--- config.mk ---
export PLATFORM = sky130hd
export DESIGN_NAME = alu_issue_stage
export DESIGN_NICKNAME = d
export VERILOG_FILES = /design/src/rtl/alu_issue_stage.sv
export SDC_FILE = /design/constraint.sdc
export NUM_CORES = 1
export LEC_CHECK = 0
export CAP_MARGIN = 20
export CORE_MARGIN = 8
export CORE_UTILIZATION = 53
export DETAILED_ROUTE_END_ITERATION = 16
export GPL_TIMING_DRIVEN = 0
export PLACE_DENSITY_LB_ADDON = 0.25
export SLEW_MARGIN = 20
export SYNTH_ARGS = -nofsm -noshare
export SYNTH_HDL_FRONTEND = slang
export SYNTH_SLANG_ARGS = --single-unit
--- constraint.sdc ---
create_clock -name clk -period 3.2 [get_ports clk]
set_input_delay 0.32 -clock clk [delete_from_list [all_inputs] [get_ports clk]]
set_output_delay 0.32 -clock clk [all_outputs]
set_load 0.02 [all_outputs]
--- src/rtl/alu_issue_stage.sv ---
// Command FIFO feeding a combinational ALU, with a registered result stage
// (valid/ready) that captures ALU_output plus zero / divide-by-zero flags.
module alu_issue_stage #(
  parameter int DEPTH = 4,
  parameter int WIDTH = 32
) (
  input  logic                     clk,
  input  logic                     rst_n,
  input  logic                     cmd_valid,
  output logic                     cmd_ready,
  input  logic [WIDTH-1:0]         cmd_a,
  input  logic [WIDTH-1:0]         cmd_b,
  input  logic [2:0]               cmd_op,
  output logic [WIDTH-1:0]         alu_a,
  output logic [WIDTH-1:0]         alu_b,
  output logic [2:0]               alu_sel,
  input  logic [WIDTH-1:0]         alu_result,
  output logic                     res_valid,
  input  logic                     res_ready,
  output logic [WIDTH-1:0]         res_data,
  output logic [2:0]               res_op,
  output logic                     res_zero,
  output logic                     res_dbz,
  output logic [$clog2(DEPTH):0]   count
);

  localparam int AW = $clog2(DEPTH);
  localparam int CW = AW + 1;
  localparam logic [2:0] OP_DIV = 3'b111;

  typedef struct packed {
    logic [WIDTH-1:0] a;
    logic [WIDTH-1:0] b;
    logic [2:0]       op;
  } cmd_t;

  cmd_t          mem [DEPTH];
  cmd_t          head;
  logic [AW-1:0] wr_ptr, rd_ptr;
  logic          push, issue, not_empty, dbz;

  assign not_empty = (count != '0);
  assign cmd_ready = (count != CW'(DEPTH));
  assign push      = cmd_valid && cmd_ready;
  assign issue     = not_empty && (!res_valid || res_ready);

  // ALU inputs come straight off storage through the read mux; zero when empty.
  assign head    = mem[rd_ptr];
  assign alu_a   = not_empty ? head.a  : '0;
  assign alu_b   = not_empty ? head.b  : '0;
  assign alu_sel = not_empty ? head.op : '0;
  assign dbz     = (alu_sel == OP_DIV) && (alu_b == '0);

  always_ff @(posedge clk)
    if (push) mem[wr_ptr] <= '{a: cmd_a, b: cmd_b, op: cmd_op};

  always_ff @(posedge clk or negedge rst_n) begin
    if (!rst_n) begin
      wr_ptr <= '0;
      rd_ptr <= '0;
      count  <= '0;
    end else begin
      if (push)  wr_ptr <= wr_ptr + AW'(1);
      if (issue) rd_ptr <= rd_ptr + AW'(1);
      case ({push, issue})
        2'b10:   count <= count + CW'(1);
        2'b01:   count <= count - CW'(1);
        default: ;
      endcase
    end
  end

  always_ff @(posedge clk or negedge rst_n) begin
    if (!rst_n) begin
      res_valid <= 1'b0;
      res_data  <= '0;
      res_op    <= '0;
      res_zero  <= 1'b0;
      res_dbz   <= 1'b0;
    end else if (issue) begin
      res_valid <= 1'b1;
      res_op    <= alu_sel;
      if (dbz) begin
        res_data <= '1;
        res_zero <= 1'b0;
        res_dbz  <= 1'b1;
      end else begin
        res_data <= alu_result;
        res_zero <= (alu_result == '0);
        res_dbz  <= 1'b0;
      end
    end else if (res_ready) begin
      // data and flags hold their last values after retire
      res_valid <= 1'b0;
    end
  end

endmodule
# Word-level counts from Yosys, hierarchy flattened

Memories as Yosys holds them, arrays and structs flattened.
Index checks and enable logic that the tools add are counted.

Reductions and logical operators: 10
Eq/ne operators: 4
Mux-type cells: 11
Add/subtract/negate cells: 4

Operators by type and width:

| cell                                                                   | number |
|---|---|
| 32-bit two-way mux                                                     | 3 |
| 32-bit zero test                                                       | 2 |
| 1-bit two-way mux                                                      | 6 |
| 3-bit one-hot mux with 2 select lines                                  | 1 |
| 2-bit by 1-bit adder with 2-bit output (second input constant)         | 2 |
| 2-bit nonzero test                                                     | 2 |
| 3-bit by 1-bit adder with 3-bit output (second input constant)         | 1 |
| 3-bit equality test (second input constant)                            | 1 |
| 1-bit logical AND                                                      | 3 |
| 3-bit two-way mux                                                      | 1 |
| 3-bit inequality test (second input constant)                          | 1 |
| 3-bit nonzero test                                                     | 1 |
| 3-bit by 1-bit subtractor with 3-bit output (second input constant)    | 1 |
| 2-bit by 1-bit equality test with 1-bit output (second input constant) | 1 |
| 2-bit equality test (second input constant)                            | 1 |
| 1-bit zero test                                                        | 1 |
| 1-bit logical OR                                                       | 1 |

Memories: 1
Input port bits: 103
Output and inout bits: 109
Memory bits (writable): 268
Flip-flop bits (word level): 45

Memories:

| name | depth | width | rd ports | clocked after Yosys merged registers in | write ports | RTL line | source |
|---|---|---|---|---|---|---|---|
| mem  | 4     | 67    | 1        | 0                                       | 1           | 37       | `cmd_t mem [DEPTH];` |

# Depth between registers and ports, before layout

Gate-level depths: netlist of the first run.

Depth after elaboration: 5
Depth in mapped cells: 10

# Least setup slack after synthesis of the first run

Ideal clock, no wire load.

Kind: register to register
Start: register count[0]
End: memory mem[0][0] (netlist bit) (enable)
Stages on the path, launching flop included: 4
Data arrival time: 2.547 ns
Slack: 0.220 ns
Setup time: 0.433 ns
Cell sequence: dfrtp_1 > inv_1 > nand3_1 > and3_1

Word-level cells in the longest chain between the ends: 4

RTL lines:

| item                                    | RTL line | source |
|---|---|---|
| start, declared                         | 24       | `output logic [$clog2(DEPTH):0] count` |
| start signal, assigned                  | 66       | `2'b10: count <= count + CW'(1);` |
| start signal, assigned                  | 67       | `2'b01: count <= count - CW'(1);` |
| 3-bit inequality test                   | 43       | `assign cmd_ready = (count != CW'(DEPTH));` |
| via cmd_ready                           | 10       | `output logic cmd_ready,` |
| 1-bit logical AND                       | 44       | `assign push = cmd_valid && cmd_ready;` |
| 1-bit two-way mux                       | 55       | `if (push) mem[wr_ptr] <= '{a: cmd_a, b: cmd_b, op: cmd_op};` |
| 1-bit two-way mux (not written as such) | 55       |  |
| end, declared                           | 37       |  |

The timed path passes the listed nets, and every way through them passes these cells.

# Worst setup path after layout of the first run

Start: register count[2]
End: output alu_b[22]

Word-level cells in the longest chain between the ends: 2

RTL lines:

| item               | RTL line | source |
|---|---|---|
| 3-bit nonzero test | 42       | `assign not_empty = (count != '0);` |
| 32-bit two-way mux | 50       | `assign alu_b = not_empty ? head.b : '0;` |
| end, declared      | 15       | `output logic [WIDTH-1:0] alu_b,` |

No other way between the ends.

==> results of run 1 <==
==> cells by family after synthesis <==
group / count (synthesis) / synth area share
mux: 68 / 0.1215
compound gates: 37 / 0.04273
xor+xnor: 6 / 0.004203
simple gates: 176 / 0.07225
buf+inv: 40 / 0.01901
flops: 313 / 0.7337
fa+ha+maj: 6 / 0.006605
==> flip-flops by register name, summed over array words and instances (netlist names) <==
| register | count |
|---|---|
| res_valid | 1 |
| count | 3 |
| res_zero | 1 |
| rd_ptr | 2 |
| res_data | 32 |
| wr_ptr | 2 |
| res_op | 3 |
| mem | 268 |
| res_dbz | 1 |
==> stage by stage <==
step                TNS [ps]  std cells  total power [mW]  setup slack, ps  hold slack, ps
finish                     0       1237             15.83            130.5           239.5
global route               0       1237             16.58            21.19           265.4
CTS                        0       1236             16.04            4.267           247.1
floorplan                  0        646             9.782            220.3           24.41
global placement     -251130       1176             12.63           -910.6           465.5
detailed placement    -12400       1181             12.82           -307.5           279.1
==> power by group through the flow <==
stage | logic, mW | clock network (mW) | registers, mW
after global placement | 6.81 | 0 | 5.82
after detailed placement | 7.01 | 0 | 5.81
after floorplan | 3.75 | 0 | 6.03
after CTS | 6.93 | 3.38 | 5.73
final | 6.80 | 3.31 | 5.73
after global routing | 7.25 | 3.53 | 5.80
==> placed cells by master (no fill, tap or decap), types with 2 or more instances in the layout <==
cell,instances
sky130_fd_sc_hd__edfxtp_1,268
sky130_fd_sc_hd__clkdlybuf4s50_1,181
sky130_fd_sc_hd__and2_1,68
sky130_fd_sc_hd__mux4_2,67
sky130_fd_sc_hd__nor2_1,66
sky130_fd_sc_hd__dfrtp_1,45
sky130_fd_sc_hd__clkbuf_16,31
sky130_fd_sc_hd__a21oi_4,30
sky130_fd_sc_hd__dlygate4sd2_1,28
sky130_fd_sc_hd__nand2_1,14
sky130_fd_sc_hd__clkbuf_1,13
sky130_fd_sc_hd__nor4_1,13
sky130_fd_sc_hd__clkinv_1,9
sky130_fd_sc_hd__buf_6,7
sky130_fd_sc_hd__clkinv_2,7
sky130_fd_sc_hd__clkbuf_2,6
sky130_fd_sc_hd__inv_1,6
sky130_fd_sc_hd__buf_12,6
sky130_fd_sc_hd__ha_1,5
sky130_fd_sc_hd__buf_4,4
sky130_fd_sc_hd__and3_4,4
sky130_fd_sc_hd__xnor2_1,4
sky130_fd_sc_hd__nand4_1,3
sky130_fd_sc_hd__a21oi_1,3
sky130_fd_sc_hd__buf_2,2
sky130_fd_sc_hd__buf_1,2
sky130_fd_sc_hd__nor3_1,2
sky130_fd_sc_hd__xor2_1,2
sky130_fd_sc_hd__o21ai_1,2
sky130_fd_sc_hd__bufinv_16,2
sky130_fd_sc_hd__buf_16,2
==> worst reg2reg max path, stage by stage, from the launching register on <==
cell and delay, ps:
sky130_fd_sc_hd__dfrtp_1 350, sky130_fd_sc_hd__buf_6 140, sky130_fd_sc_hd__buf_4 260, sky130_fd_sc_hd__mux4_2 560
sky130_fd_sc_hd__nor4_1 580, sky130_fd_sc_hd__a21oi_1 220, sky130_fd_sc_hd__a2111o_1 350, sky130_fd_sc_hd__buf_6 160
sky130_fd_sc_hd__buf_12 170, sky130_fd_sc_hd__a21oi_4 130
==> metal layers <==
layer  vias up  share of wire  wire length, µm  track usage
li1       3011              -                -            -
met1      3470           0.40            11130       0.2391
met2       207           0.51            14190       0.3355
met3        44          0.064             1767      0.04164
met4         2          0.018              507      0.04271
met5         -        0.00047               13            0
==> worst paths after layout <==
check / slack (ps) / cells past startpoint / to / start
min in group clk: 410 / 1 / mem[0][66]$_DFFE_PP_ / cmd_a[31]
max in group asynchronous: 2450 / 3 / res_data[17]$_DFFE_PN0P_ / rst_n
worst max register to register: 230 / 9 / res_data[29]$_DFFE_PN0P_ / rd_ptr[0]$_DFFE_PN0P_
worst min-delay path: 240 / 2 / res_data[4]$_DFFE_PN0P_ / rst_n
worst max-delay path: 130 / 5 / alu_b[22] / count[2]$_DFFE_PN0P_
worst min register to register: 490 / 2 / res_op[0]$_DFFE_PN0P_ / res_op[0]$_DFFE_PN0P_
==> area by class of cell <==
cell class	instances	area, µm²	area share
antenna	1	2.502	0.0001554
buffer	33	264.0	0.01639
clock buffer	36	794.5	0.04933
clock inverter	18	128.9	0.008002
inverter	7	26.28	0.001631
multi-input combinational	293	3117	0.1935
sequential	313	9174	0.5696
tap	319	399.1	0.02478
timing repair buffer	217	2200	0.1366
==> repair_timing <==
item                       in CTS  in global routing
setup endpoints to repair     100                 32
hold endpoints to repair       17                  0
gates resized for setup        54                  3
hold buffers                    1                  0
cloned                          0                  0
setup buffers                   0                  0
pin swaps                       0                  0
==> results.yml, run 1 <==
worst_setup_path:
  critical_path_peak_fanout: 10
  critical_path.n_buffers_inverters: 3
  cp_cell_sequence: "or3_4 -> clkbuf_1 -> clkbuf_2 -> and2_1 -> clkdlybuf4s50_1"
  worstPathArrival_ps: 2750
  critPathRequiredTime_ps: 2880
  worstSetupEndpointType: "output pin"
  timing.critical_path.max_delay_family: "buffers and inverters"
  setup.worst_path.start_class: "flop"
  timing.critical_path.slowest_stage_cell: "sky130_fd_sc_hd__clkdlybuf4s50_1"
  timing.critical_path.slowest_cell_delay_ps: 550
  worstSetupPathType: "reg -> out"
placement:
  place_area_um2: 15140
  dp.final_hpwl_um: 18940
  placement.io_buffers: 211
  gp_routability_congestion: 0.7962
synthesis:
  yosys_most_used_dff: "sky130_fd_sc_hd__edfxtp_1"
  post_synth_num_cell_types: 34
  yosys_warnings: 0
  post_synth_main_area_contributors: "sky130_fd_sc_hd__edfxtp_1, sky130_fd_sc_hd__mux4_2, sky130_fd_sc_hd__dfrtp_1"
  ys_seq_elements: 313
  synth.yosys.seq_area_share: 0.7337
  leading_post_synthesis_cells_by_instance_count: "sky130_fd_sc_hd__edfxtp_1, sky130_fd_sc_hd__and2_1, sky130_fd_sc_hd__mux4_2, sky130_fd_sc_hd__nor2_1, sky130_fd_sc_hd__dfrtp_1"
  syn_nets: 755
  synth_largest_type_area_fraction: 0.6437
  synth_area_leader_cell: "sky130_fd_sc_hd__edfxtp_1"
  synth_area_per_cell_um2: 19.35
  yosys.cell_count.top_type: "sky130_fd_sc_hd__edfxtp_1"
  postSynthCellCount: 646
  asyncSetResetFlopFracSynth: 0.1438
  synth.cell_area_um2: 12500
  synth_edf_count: 268
grt:
  globalRoute.totalOverflow: 0
  grt_antenna_before_repair: 2
  maximum_number_of_pins_on_one_net_before_global_route_repair: 44
  globalRouteTotalUtil: 0.1909
  grt_pass1_vias: 7469
  first_pass_grt_wire_length_um: 42340
power:
  power_frac_comb: 0.429
  p_leak_nw: 5.507
  areal_power_density_over_the_cells_nw_per_um2: 983.0
  worst_ir_drop_vdd_mv: 0.7449
  power_frac_seq: 0.362
  sw_frac_of_total: 0.3382
  p_clk_frac: 0.209
  total_switching_power_mw: 5.354
  power_report.internal_total_mw: 10.48
die:
  i_o_pin_total: 212
  placement_rows: 56
  core_um2: 23330
  dieArea_um2: 28760
  start_util: 0.5359
  floorplan.die.height_um: 169.6
  die_w_um: 169.6
layout:
  drive_above_1_share: 0.1876
  post-route-cell-area_um2: 16110
  final_util: 0.6903
  fillCellCount: 1527
  syn2layout_area_growth_pct: 28.81
  layout.nets: 1004
cts:
  clkSlewWorstSetupHoldPaths_ps: 70
  cts_bufs_inserted: 30
  ctsLongestPathBuffers: 3
  cts_root_buffer: "sky130_fd_sc_hd__clkbuf_16"
  clock-sinks: 313
  cts_tree: "built"
  worstSkewPairLatency_ps: 540
  max_h_tree_level: 1
status:
  outcome: "complete, no violations"
sta:
  final-setup-viol-count: 0
  fin_crit_ps: 3070
  tightestPinTransition_ps: 642.5
  rsz0062_at_grt: "no"
  timing_hold_violations_final: 0
  slew_viol_final: 0
  layout_worst_path_cycle_share: 0.9592
  max_clock_freq_mhz: 325.8
  maxSlewHeadroom: 0.5717
  post_route_skew_ps: 8.302
routing:
  via_count_of_the_routed_design: 6734
  detail_route.wirelength_um: 27610
  detail_route.wl_per_cell_um: 22.32
  drtAntennaViolNets: 0
  detail_route.iter0.violations: 458
  drt_pre_antenna_iters: 4
  route.detailed.vias_per_inst: 5.444
  route.detailed.drc: 0
min_path:
  class_of_the_tightest_hold_or_removal_check: "in -> async"
run:
  max_cap_violations: 0
No activity file was read; power rests on OpenSTA's default activity.
==> inputs of run 2 (changes only) <==
--- a/config.mk
+++ b/config.mk
@@ -6,7 +6,7 @@
 export NUM_CORES = 1
 export LEC_CHECK = 0
 export CAP_MARGIN = 20
-export CORE_MARGIN = 8
+export CORE_MARGIN = 10
 export CORE_UTILIZATION = 53
 export DETAILED_ROUTE_END_ITERATION = 16
 export GPL_TIMING_DRIVEN = 0
==> constraint.sdc (replaced) <==
create_clock -name clk -period 3.15 [get_ports clk]
set_input_delay 0.315 -clock clk [delete_from_list [all_inputs] [get_ports clk]]
set_output_delay 0.315 -clock clk [all_outputs]
set_load 0.02 [all_outputs]
==> run 2 against run 1 <==
Net effect: setup slack worse by 19 ps; total power up 4.7%; global-route usage down 0.20 points; utilization up 0.72 points; wire length up 3.3%; sequential power up 1%; clock power up 16%; register-to-register slack worse by 50 ps.
==> results.yml, run 2 (synthesis gave the netlist of run 1 again) <==
routing:
  via_count_of_the_routed_design: 6760
  detail_route.wirelength_um: 28530
  detail_route.wl_per_cell_um: 22.93
  route.detailed.drc: 0
  drt_pre_antenna_iters: 5
  route.detailed.vias_per_inst: 5.434
  detail_route.iter0.violations: 525
  drtAntennaViolNets: 0
die:
  dieArea_um2: 30140
  core_um2: 23330
  die_w_um: 173.6
  placement_rows: 56
  start_util: 0.5359
  i_o_pin_total: 212
  floorplan.die.height_um: 173.6
worst_setup_path:
  timing.critical_path.slowest_stage_cell: "sky130_fd_sc_hd__mux4_2"
  timing.critical_path.slowest_cell_delay_ps: 580
  critical_path_peak_fanout: 10
  ff2ff_setup_slack_ps: 180
  critPathRequiredTime_ps: 2830
  cp_cell_sequence: "buf_6 -> buf_6 -> buf_6 -> mux4_2 -> and2_1 -> clkdlybuf4s50_1"
  worstSetupPathType: "reg -> out"
  r2r-start: "rd_ptr[0]$_DFFE_PN0P_"
  reg2regPathDepth: 9
  worstSetupEndpointType: "output pin"
  worstSetupEndpoint: "alu_sel[0]"
  critPathLaunch: "rd_ptr[0]$_DFFE_PN0P_"
  timing.rr.end: "res_data[22]$_DFFE_PN0P_"
  setup.worst_path.start_class: "flop"
  worstPathArrival_ps: 2720
  critPathMostFrequentCell: "sky130_fd_sc_hd__buf_6"
layout:
  multi_input_area_um2: 3117
  layout.nets: 1008
  reg_top3: "mem (268), res_data (32)"
  layout.cells.most_common_list: "sky130_fd_sc_hd__edfxtp_1, sky130_fd_sc_hd__clkdlybuf4s50_1, sky130_fd_sc_hd__and2_1"
  fillCellCount: 1482
  largest_reg_flops: 268
  post_layout_nonfiller_instances: 1244
  mostFrequentLayoutCell: "sky130_fd_sc_hd__edfxtp_1"
  max_flop_register: "mem"
  syn2layout_area_growth_pct: 30.16
  drive_above_1_share: 0.1981
  regArea_um2: 9174
power:
  worst_ir_drop_vdd_mv: 0.6268
  p_clk_frac: 0.231
  total_switching_power_mw: 5.571
  power_frac_seq: 0.351
  power_frac_comb: 0.418
  sw_frac_of_total: 0.3362
  areal_power_density_over_the_cells_nw_per_um2: 1018
  power_report.internal_total_mw: 11.00
  total_power_mw: 16.57
  p_leak_nw: 5.600
cts:
  clkSlewWorstSetupHoldPaths_ps: 60
  cts_setup_buffers: 0
  clock-sinks: 313
  cts_tree: "built"
  cts_root_buffer: "sky130_fd_sc_hd__clkbuf_16"
  cts_bufs_inserted: 34
  max_h_tree_level: 2
  worstSkewPairLatency_ps: 510
  ctsLongestPathBuffers: 3
placement:
  gp_routability_congestion: 0.8197
  place_inst: 1181
  placement.io_buffers: 211
  dp.final_hpwl_um: 19650
  preCtsSetupSlack_ps: -367.8
sta:
  finalHoldWorstSlack_ps: 308.9
  slew_viol_final: 0
  tightestPinTransition_ps: 631.3
  fin_crit_ps: 3039
  timing_hold_violations_final: 0
  maxSlewHeadroom: 0.5759
  max_clock_freq_mhz: 329.1
  rsz0062_at_grt: "no"
  post_route_skew_ps: 20.89
  final-setup-viol-count: 0
  layout_worst_path_cycle_share: 0.9647
  timing.final.ws_setup_ps: 111.2
min_path:
  class_of_the_tightest_hold_or_removal_check: "in -> async"
status:
  outcome: "complete, no violations"
grt:
  grt_pass1_vias: 7626
  globalRoute.totalOverflow: 0
  maximum_number_of_pins_on_one_net_before_global_route_repair: 43
  first_pass_grt_wire_length_um: 44190
  globalRouteTotalUtil: 0.1888
  grt_antenna_before_repair: 2
run:
  max_cap_violations: 0
[run 2: stage by stage]
step | instance area, µm² | TNS (ps) | util
global placement | 15010 | -253730 | 0.6435
detailed placement | 15160 | -13850 | 0.6497
finish | 16270 | 0 | 0.6975
CTS | 16270 | 0 | 0.6971
floorplan | 12500 | 0 | -
global route | 16270 | 0 | 0.6974
[run 2: layout make-up]
class                           count  share of cell area
Antenna cell                        1           0.0001538
Sequential cell                   313              0.5637
Clock buffer                       41             0.05520
Multi-Input combinational cell    293              0.1915
Timing Repair Buffer              217              0.1362
Buffer                             33             0.01607
Tap cell                          319             0.02453
Inverter                            7            0.001615
Clock inverter                     20             0.01099
[run 2: routing by layer]
metal | up-vias | GRT usage | share of wire
met4 | 2 | 0.05985 | 0.025
met1 | 3453 | 0.2253 | 0.39
met2 | 226 | 0.3248 | 0.51
li1 | 3026 | - | -
met5 | - | 0 | 0.00053
met3 | 53 | 0.05467 | 0.069
[run 2: worst min path at each step]
stage / end / cells past startpoint / slack (ps) / from
5_1_grt: res_op[1]$_DFFE_PN0P_ / 2 / 320 / rst_n
3_5_place_dp: res_data[3]$_DFFE_PN0P_ / 1 / 300 / rst_n
2_1_floorplan: count[0]$_DFFE_PN0P_ / 0 / 20 / rst_n
4_1_cts: res_op[1]$_DFFE_PN0P_ / 2 / 310 / rst_n
3_3_place_gp: res_op[2]$_DFFE_PN0P_ / 2 / 460 / res_op[2]$_DFFE_PN0P_
6_report: res_op[1]$_DFFE_PN0P_ / 2 / 310 / rst_n
[run 2: what timing repair did]
item | in CTS | in global routing
pin swaps | 0 | 0
hold endpoints to repair | 19 | 0
gates resized for setup | 55 | 3
gates cloned | 0 | 0
hold buffers | 1 | 0
setup endpoints to repair | 100 | 33
[run 2: worst max-delay path: cells and delay by family (launching register included)]
family | cells | cell delay (ps)
DFF | 1 | 350
and+or+nand+nor | 1 | 190
muxes | 1 | 580
buffers and inverters | 4 | 1090
[run 2: power groups by stage]
| stage | registers, mW | clock network (mW) | logic (mW) |
|---|---|---|---|
| detailed placement | 5.91 | 0 | 7.15 |
| finish | 5.81 | 3.83 | 6.93 |
| CTS | 5.83 | 3.90 | 7.07 |
| global route | 5.90 | 4.09 | 7.40 |
| global placement | 5.91 | 0 | 6.93 |
| floorplan | 6.13 | 0 | 3.81 |
==> patch 1 (config.mk and constraints of run 2) <==
Set the parameter `WIDTH` to 64 (it was 32).
--- a/src/rtl/alu_issue_stage.sv
+++ b/src/rtl/alu_issue_stage.sv
@@ -4,3 +4,3 @@
   parameter int DEPTH = 4,
-  parameter int WIDTH = 32
+  parameter int WIDTH = 64
 ) (
Ports: changed (6 resized); port bits go from 212 to 404. No check against the original RTL was run, so the function may have changed too.
==> patch 1 against run 2 <==
  * Cell area rose by 88%
  * Fmax about the same
  * Sequential cell count increased by 288
  * Sequential share of layout area rose by 1.4 points
  * Non-clock buffer count up 234
  * Area after synthesis is 87% higher
  * Setup slack worse by 0.0026 ns
  * Synthesized cell count is 88% higher
  * Routed wire length up 110%
  * Global-route usage is 3.7 points higher
  * Total power grew 89%
  * Register-to-register slack worse by 0.03 ns
  * Critical endpoint is now alu_b[42]
  * Largest cell class unchanged
  * Largest power group unchanged
  * Highest routed layer unchanged
==> patch 1: results (changes against run 2) <==
result of the run finished clean; initial antenna violation count 17 (+15); CTS clk-pin slew, worst paths 0.06 ns (about the same); nets 1901 (+89%); highest fanout seen on the critical path 10 (unchanged); via count of the first global-routing pass 13732 (+80%); Clk power 6.79 mW (+77%); Critical Path Sink alu_b[42]; count of hold buffers inserted by post-cts repair 1 (unchanged); Data arrival, critical path 2.73 ns (about the same); top cells by instance count after synthesis sky130_fd_sc_hd__edfxtp_1 (524), sky130_fd_sc_hd__mux4_2 (131), sky130_fd_sc_hd__nor2_1 (131), sky130_fd_sc_hd__nor2b_1 (131), sky130_fd_sc_hd__dfrtp_1 (77); WL met3 5460 µm (+180%); met2 routed WL 30200 µm (+110%); number of gates resized after cts 139 (+150%); number of iterations in the first detailed-routing pass 5 (unchanged); routed metal-1 wirelength 22900 µm (+100%); worst IR drop on VDD 699 µV (+12%); register area share after synthesis 0.756 (+0.0227); largest net degree at the start of global routing 46 (+7.0%); source-to-sink clock delay at the later pin of the worst-skew pair 0.62 ns (+0.11 ns); Hold WS 0.220 ns (-0.0884 ns); wire per inst 25.7 µm (+12%); global-route wire length before repair 89400 µm (+100%); DP Worst Slack -0.737 ns (-0.370 ns); Cell Count Post-Placement 2219 (+88%); Worst setup startpoint count[0]; achievable frequency 329 MHz (about the same); total clock buffers created by CTS 59 (+74%); register-to-register setup slack 0.15 ns (-0.03 ns); via count 13182 (+95%); DP Wirelength 42000 µm (+110%); instance area after placement 28500 µm² (+88%); synth top area cells sky130_fd_sc_hd__edfxtp_1 (67%), sky130_fd_sc_hd__mux4_2 (13%), sky130_fd_sc_hd__dfrtp_1 (8.3%); launch instance of the worst register-to-register path rd_ptr[1]; number of synthesized flops with an enable pin 524 (+96%); net switching share of the total power 0.347 (+0.0110); via count normalized by instance count 5.63 (+3.7%); cell-internal power 20.4 mW (+86%); fraction of final layout cells sized beyond drive strength 1 0.191 (-0.00711); placer congestion estimate 0.825 (+0.66%); r2r worst-path depth 10 (+1); registers with the most flip-flops mem: 524 flops, res_data: 64 flops; CTS H-tree depth 2 (unchanged); part of the power in combinational logic 0.428 (+0.010); number of distinct library cell variants in the gate-level netlist after synthesis 31 (-8.8%); buffer count from post-CTS setup fixing 1 (+1); Leak 10.6 nW (+89%); number of violations reported at the end of detailed-routing iteration 0 1070 (+100%); PortBufs 403 (+91%); relative max-transition margin 0.572 (-0.00375); Post-Synthesis Mean Instance Area 19.2 µm² (-0.87%); largest clock skew in the final design 0.0174 ns (-0.00351 ns); FFs w/ async S/R, synth 0.128 (-0.0157); overall global routing resource usage 0.226 (+0.0374); total nets after synthesis 1422 (+88%); endpoint of the worst register-to-register path res_data[22]
==> patch 1: cell types whose count changed in the layout (fill, tap and decap cells not counted), moves of 30 or more <==
cell and change:
sky130_fd_sc_hd__a21oi_4 -30, sky130_fd_sc_hd__and2_1 -67, sky130_fd_sc_hd__clkdlybuf4s50_1 +154, sky130_fd_sc_hd__dfrtp_1 +32, sky130_fd_sc_hd__dlygate4sd2_1 +34, sky130_fd_sc_hd__edfxtp_1 +256
sky130_fd_sc_hd__mux4_2 +64, sky130_fd_sc_hd__nor2_1 +65, sky130_fd_sc_hd__nor2b_1 +131, sky130_fd_sc_hd__o21ai_2 +50
==> patch 1: cells by family after synthesis <==
group                    Yosys count  share of synthesized area
AND/OR/NAND/NOR                  332                     0.0731
adder cells (fa/ha/maj)            6                    0.00354
XOR/XNOR                           6                    0.00225
AO/OA/AOI/OAI                     67                     0.0226
buffers and inverters             73                     0.0154
flip-flops                       601                      0.756
multiplexers                     132                      0.127
==> patch 1: area by class of cell <==
class	instances	area [µm²]
clock buffers	77	1550
diodes	11	27.5
flip-flops and latches	601	17700
plain buffers	65	542
repair buffers	419	4310
multi-input cells	543	5400
clock inverters	32	315
well taps	585	732
fillers	2845	12800
inverters	7	26.3
==> patch 1: critical path, stage by stage (launching register included) <==
cell                              delay [ns]
sky130_fd_sc_hd__dfrtp_1                0.50
sky130_fd_sc_hd__nor3_4                 0.09
sky130_fd_sc_hd__buf_6                  0.15
sky130_fd_sc_hd__clkbuf_4               0.21
sky130_fd_sc_hd__clkbuf_4               0.24
sky130_fd_sc_hd__nor2b_1                0.26
sky130_fd_sc_hd__clkdlybuf4s50_1        0.66
==> patch 1: routing by layer <==
metal  vias up  track usage
met4        16       0.0678
met5         -            0
met2       522        0.367
li1       5727            -
met3       112       0.0813
met1      6805        0.282
==> patch 2 (config.mk and constraints of run 2) <==
Without the edit above. Put one more register stage on the output `count`, with the module's reset. The value now appears one clock later. The other outputs are not delayed to match.
--- a/src/rtl/alu_issue_stage.sv
+++ b/src/rtl/alu_issue_stage.sv
@@ -36,2 +36,4 @@
 
+  logic [$clog2(DEPTH):0] count_s0;
+
   cmd_t          mem [DEPTH];
@@ -41,4 +43,4 @@
 
-  assign not_empty = (count != '0);
-  assign cmd_ready = (count != CW'(DEPTH));
+  assign not_empty = (count_s0 != '0);
+  assign cmd_ready = (count_s0 != CW'(DEPTH));
   assign push      = cmd_valid && cmd_ready;
@@ -60,3 +62,3 @@
       rd_ptr <= '0;
-      count  <= '0;
+      count_s0 <= '0;
     end else begin
@@ -65,4 +67,4 @@
       case ({push, issue})
-        2'b10:   count <= count + CW'(1);
-        2'b01:   count <= count - CW'(1);
+        2'b10:   count_s0 <= count_s0 + CW'(1);
+        2'b01:   count_s0 <= count_s0 - CW'(1);
         default: ;
@@ -97,2 +99,10 @@
 
+  always_ff @(posedge clk or negedge rst_n) begin
+    if (!rst_n) begin
+      count <= '0;
+    end else begin
+      count <= count_s0;
+    end
+  end
+
 endmodule
Behaviour: not the same (a bounded check fails within 4 cycles, from zero or initial values and one cycle with rst_n low).
==> patch 2 against run 2 <==
  * Routed wire length fell by 1.4%
  * Cell count fell by 0.16%
  * Sequential power rose by 1%
  * Sequential cell count rose by 3
  * Setup slack improved by 0.012 ns
  * Area after synthesis rose by 0.61%
  * Cell area rose by 0.21%
  * Total power rose by 0.53%
  * Highest routed layer unchanged
==> patch 2: results (changes against run 2) <==
worst IR drop on VDD 656 µV (+4.6%); via count of the first global-routing pass 7689 (+0.83%); global-route wire length before repair 44500 µm (+0.70%); total clock buffers created by CTS 35 (+2.9%); PortBufs 211 (unchanged); Crit-path slowest cell sky130_fd_sc_hd__clkdlybuf4s50_1; total nets after synthesis 758 (+0.40%); most used flip-flop cell after synthesis sky130_fd_sc_hd__edfxtp_1; overall global routing resource usage 0.187 (-0.00203); DP Wirelength 19200 µm (-2.1%); highest fanout seen on the critical path 10 (unchanged); root buffer cell sky130_fd_sc_hd__clkbuf_16; number of iterations in the first detailed-routing pass 5 (unchanged); via count 6821 (+0.90%); CTS H-tree depth 2 (unchanged); placer congestion estimate 0.811 (-1.1%); fraction of final layout cells sized beyond drive strength 1 0.188 (-0.0104); largest clock skew in the final design 0.0128 ns (-0.00812 ns); final-layout fill cell count 1541 (+4.0%); wire per inst 22.6 µm (-1.2%); source-to-sink clock delay at the later pin of the worst-skew pair around 0.50 ns; initial antenna violation count 2 (unchanged); Leak 5.52 nW (-1.4%); largest net degree at the start of global routing 47 (+9.3%); buffer count from post-CTS setup fixing 0 (unchanged); CTS max path bufs 3 (unchanged); FFs w/ async S/R, synth 0.152 (+0.00813); Data arrival, critical path 2.71 ns (about the same); number of synthesized flops with an enable pin 268 (unchanged); synth top area cells sky130_fd_sc_hd__edfxtp_1 (64%), sky130_fd_sc_hd__mux4_2 (12%), sky130_fd_sc_hd__dfrtp_1 (9.5%); slew of the pin with the lowest slew margin 0.731 ns (+0.0994 ns); combined flip-flop and latch cell area 9250 µm² (+0.82%); kind of cell adding the most delay to the critical path buffers and inverters; instance area after placement 15200 µm² (+0.50%); type of the most critical hold path in2async; number of violations reported at the end of detailed-routing iteration 0 594 (+13%); number of distinct library cell variants in the gate-level netlist after synthesis 34 (unchanged); nets 1010 (+0.20%); Yosys warning count 0 (unchanged); CTS clk-pin slew, worst paths 0.05 ns; result of the run finished clean; top cells by instance count after synthesis sky130_fd_sc_hd__edfxtp_1 (268), sky130_fd_sc_hd__and2_1 (68), sky130_fd_sc_hd__mux4_2 (67); register area share after synthesis 0.735 (+0.00152); Slowest Stage Delay on Critical Path 0.55 ns (-0.03 ns)
-- patch 2: timing repair --
item / CTS / global route
gates resized for setup: 14 / 7
hold buffers: 1 / 0
endpoints found under the setup margin: 97 / 32
endpoints found under the hold margin: 19 / 0
-- patch 2: kinds of logic after synthesis --
logic type / count (synthesis) / synth area share
buffers and inverters: 40 / 0.0190
AO/OA/AOI/OAI: 37 / 0.0425
adder cells (fa/ha/maj): 6 / 0.00656
XOR/XNOR: 6 / 0.00418
AND/OR/NAND/NOR: 176 / 0.0718
flip-flops: 316 / 0.735
multiplexers: 68 / 0.121
-- patch 2: cell type report --
class / count / area share
Clock buffer: 43 / 0.0555
Multi-Input combinational cell: 293 / 0.191
Clock inverter: 15 / 0.00744
Timing Repair Buffer: 217 / 0.138
Antenna cell: 1 / 0.000153
Buffer: 31 / 0.0150
Sequential cell: 316 / 0.567
Inverter: 7 / 0.00161
Tap cell: 319 / 0.0245
-- patch 2: metrics by stage --
stage / cells / setup slack [ns] / setup TNS, ns / hold slack, ns / power [mW]
floorplan: 649 / 0.308 / 0 / 0.0194 / 10.0
global placement: 1179 / -0.996 / -268.67 / 0.406 / 12.9
CTS: 1241 / 0.00613 / 0 / 0.337 / 16.9
detailed placement: 1184 / -0.237 / -7.98 / 0.311 / 13.1
global route: 1241 / 0.00560 / 0 / 0.361 / 17.5
finish: 1242 / 0.124 / 0 / 0.340 / 16.7
-- patch 2: power by group --
| part | leakage [nW] | switching, mW | total [mW] | internal [mW] |
|---|---|---|---|---|
| logic | 2.02 | 3.71 | 7.09 | 3.38 |
| registers | 3.00 | 0.307 | 5.88 | 5.57 |
| clock network | 0.506 | 1.49 | 3.69 | 2.19 |
| total | 5.52 | 5.51 | 16.7 | 11.1 |
-- patch 2: routing by layer --
metal  global-route usage  up-vias  wire length [µm]
li1                     -     3021                 -
met1                0.235     3492             11400
met2                0.312      256             14100
met3               0.0527       50              2090
met4               0.0517        2               539
met5                    0        -                11
-- patch 2: worst reg2reg max path, delay by kind of cell (launching register included) --
family	cells	cell delay, ns
flops	1	0.43
mux	1	0.43
simple gates	2	0.56
buf+inv	3	0.91
compound gates	2	0.59
-- patch 2: path summary, 6_finish.rpt --
kind                             start          end  slack (ns)  cells past startpoint
max in group asynchronous        rst_n  count_s0[2]        2.30                      3
hold reg to reg            count_s0[1]     count[1]        0.42                      0
min in group clk           count_s0[1]     count[1]        0.42                      0
setup reg to reg             rd_ptr[1]  res_data[4]        0.16                      8
setup / recovery           count_s0[0]    alu_b[22]        0.12                      5
hold / removal                   rst_n  res_data[4]        0.34                      2
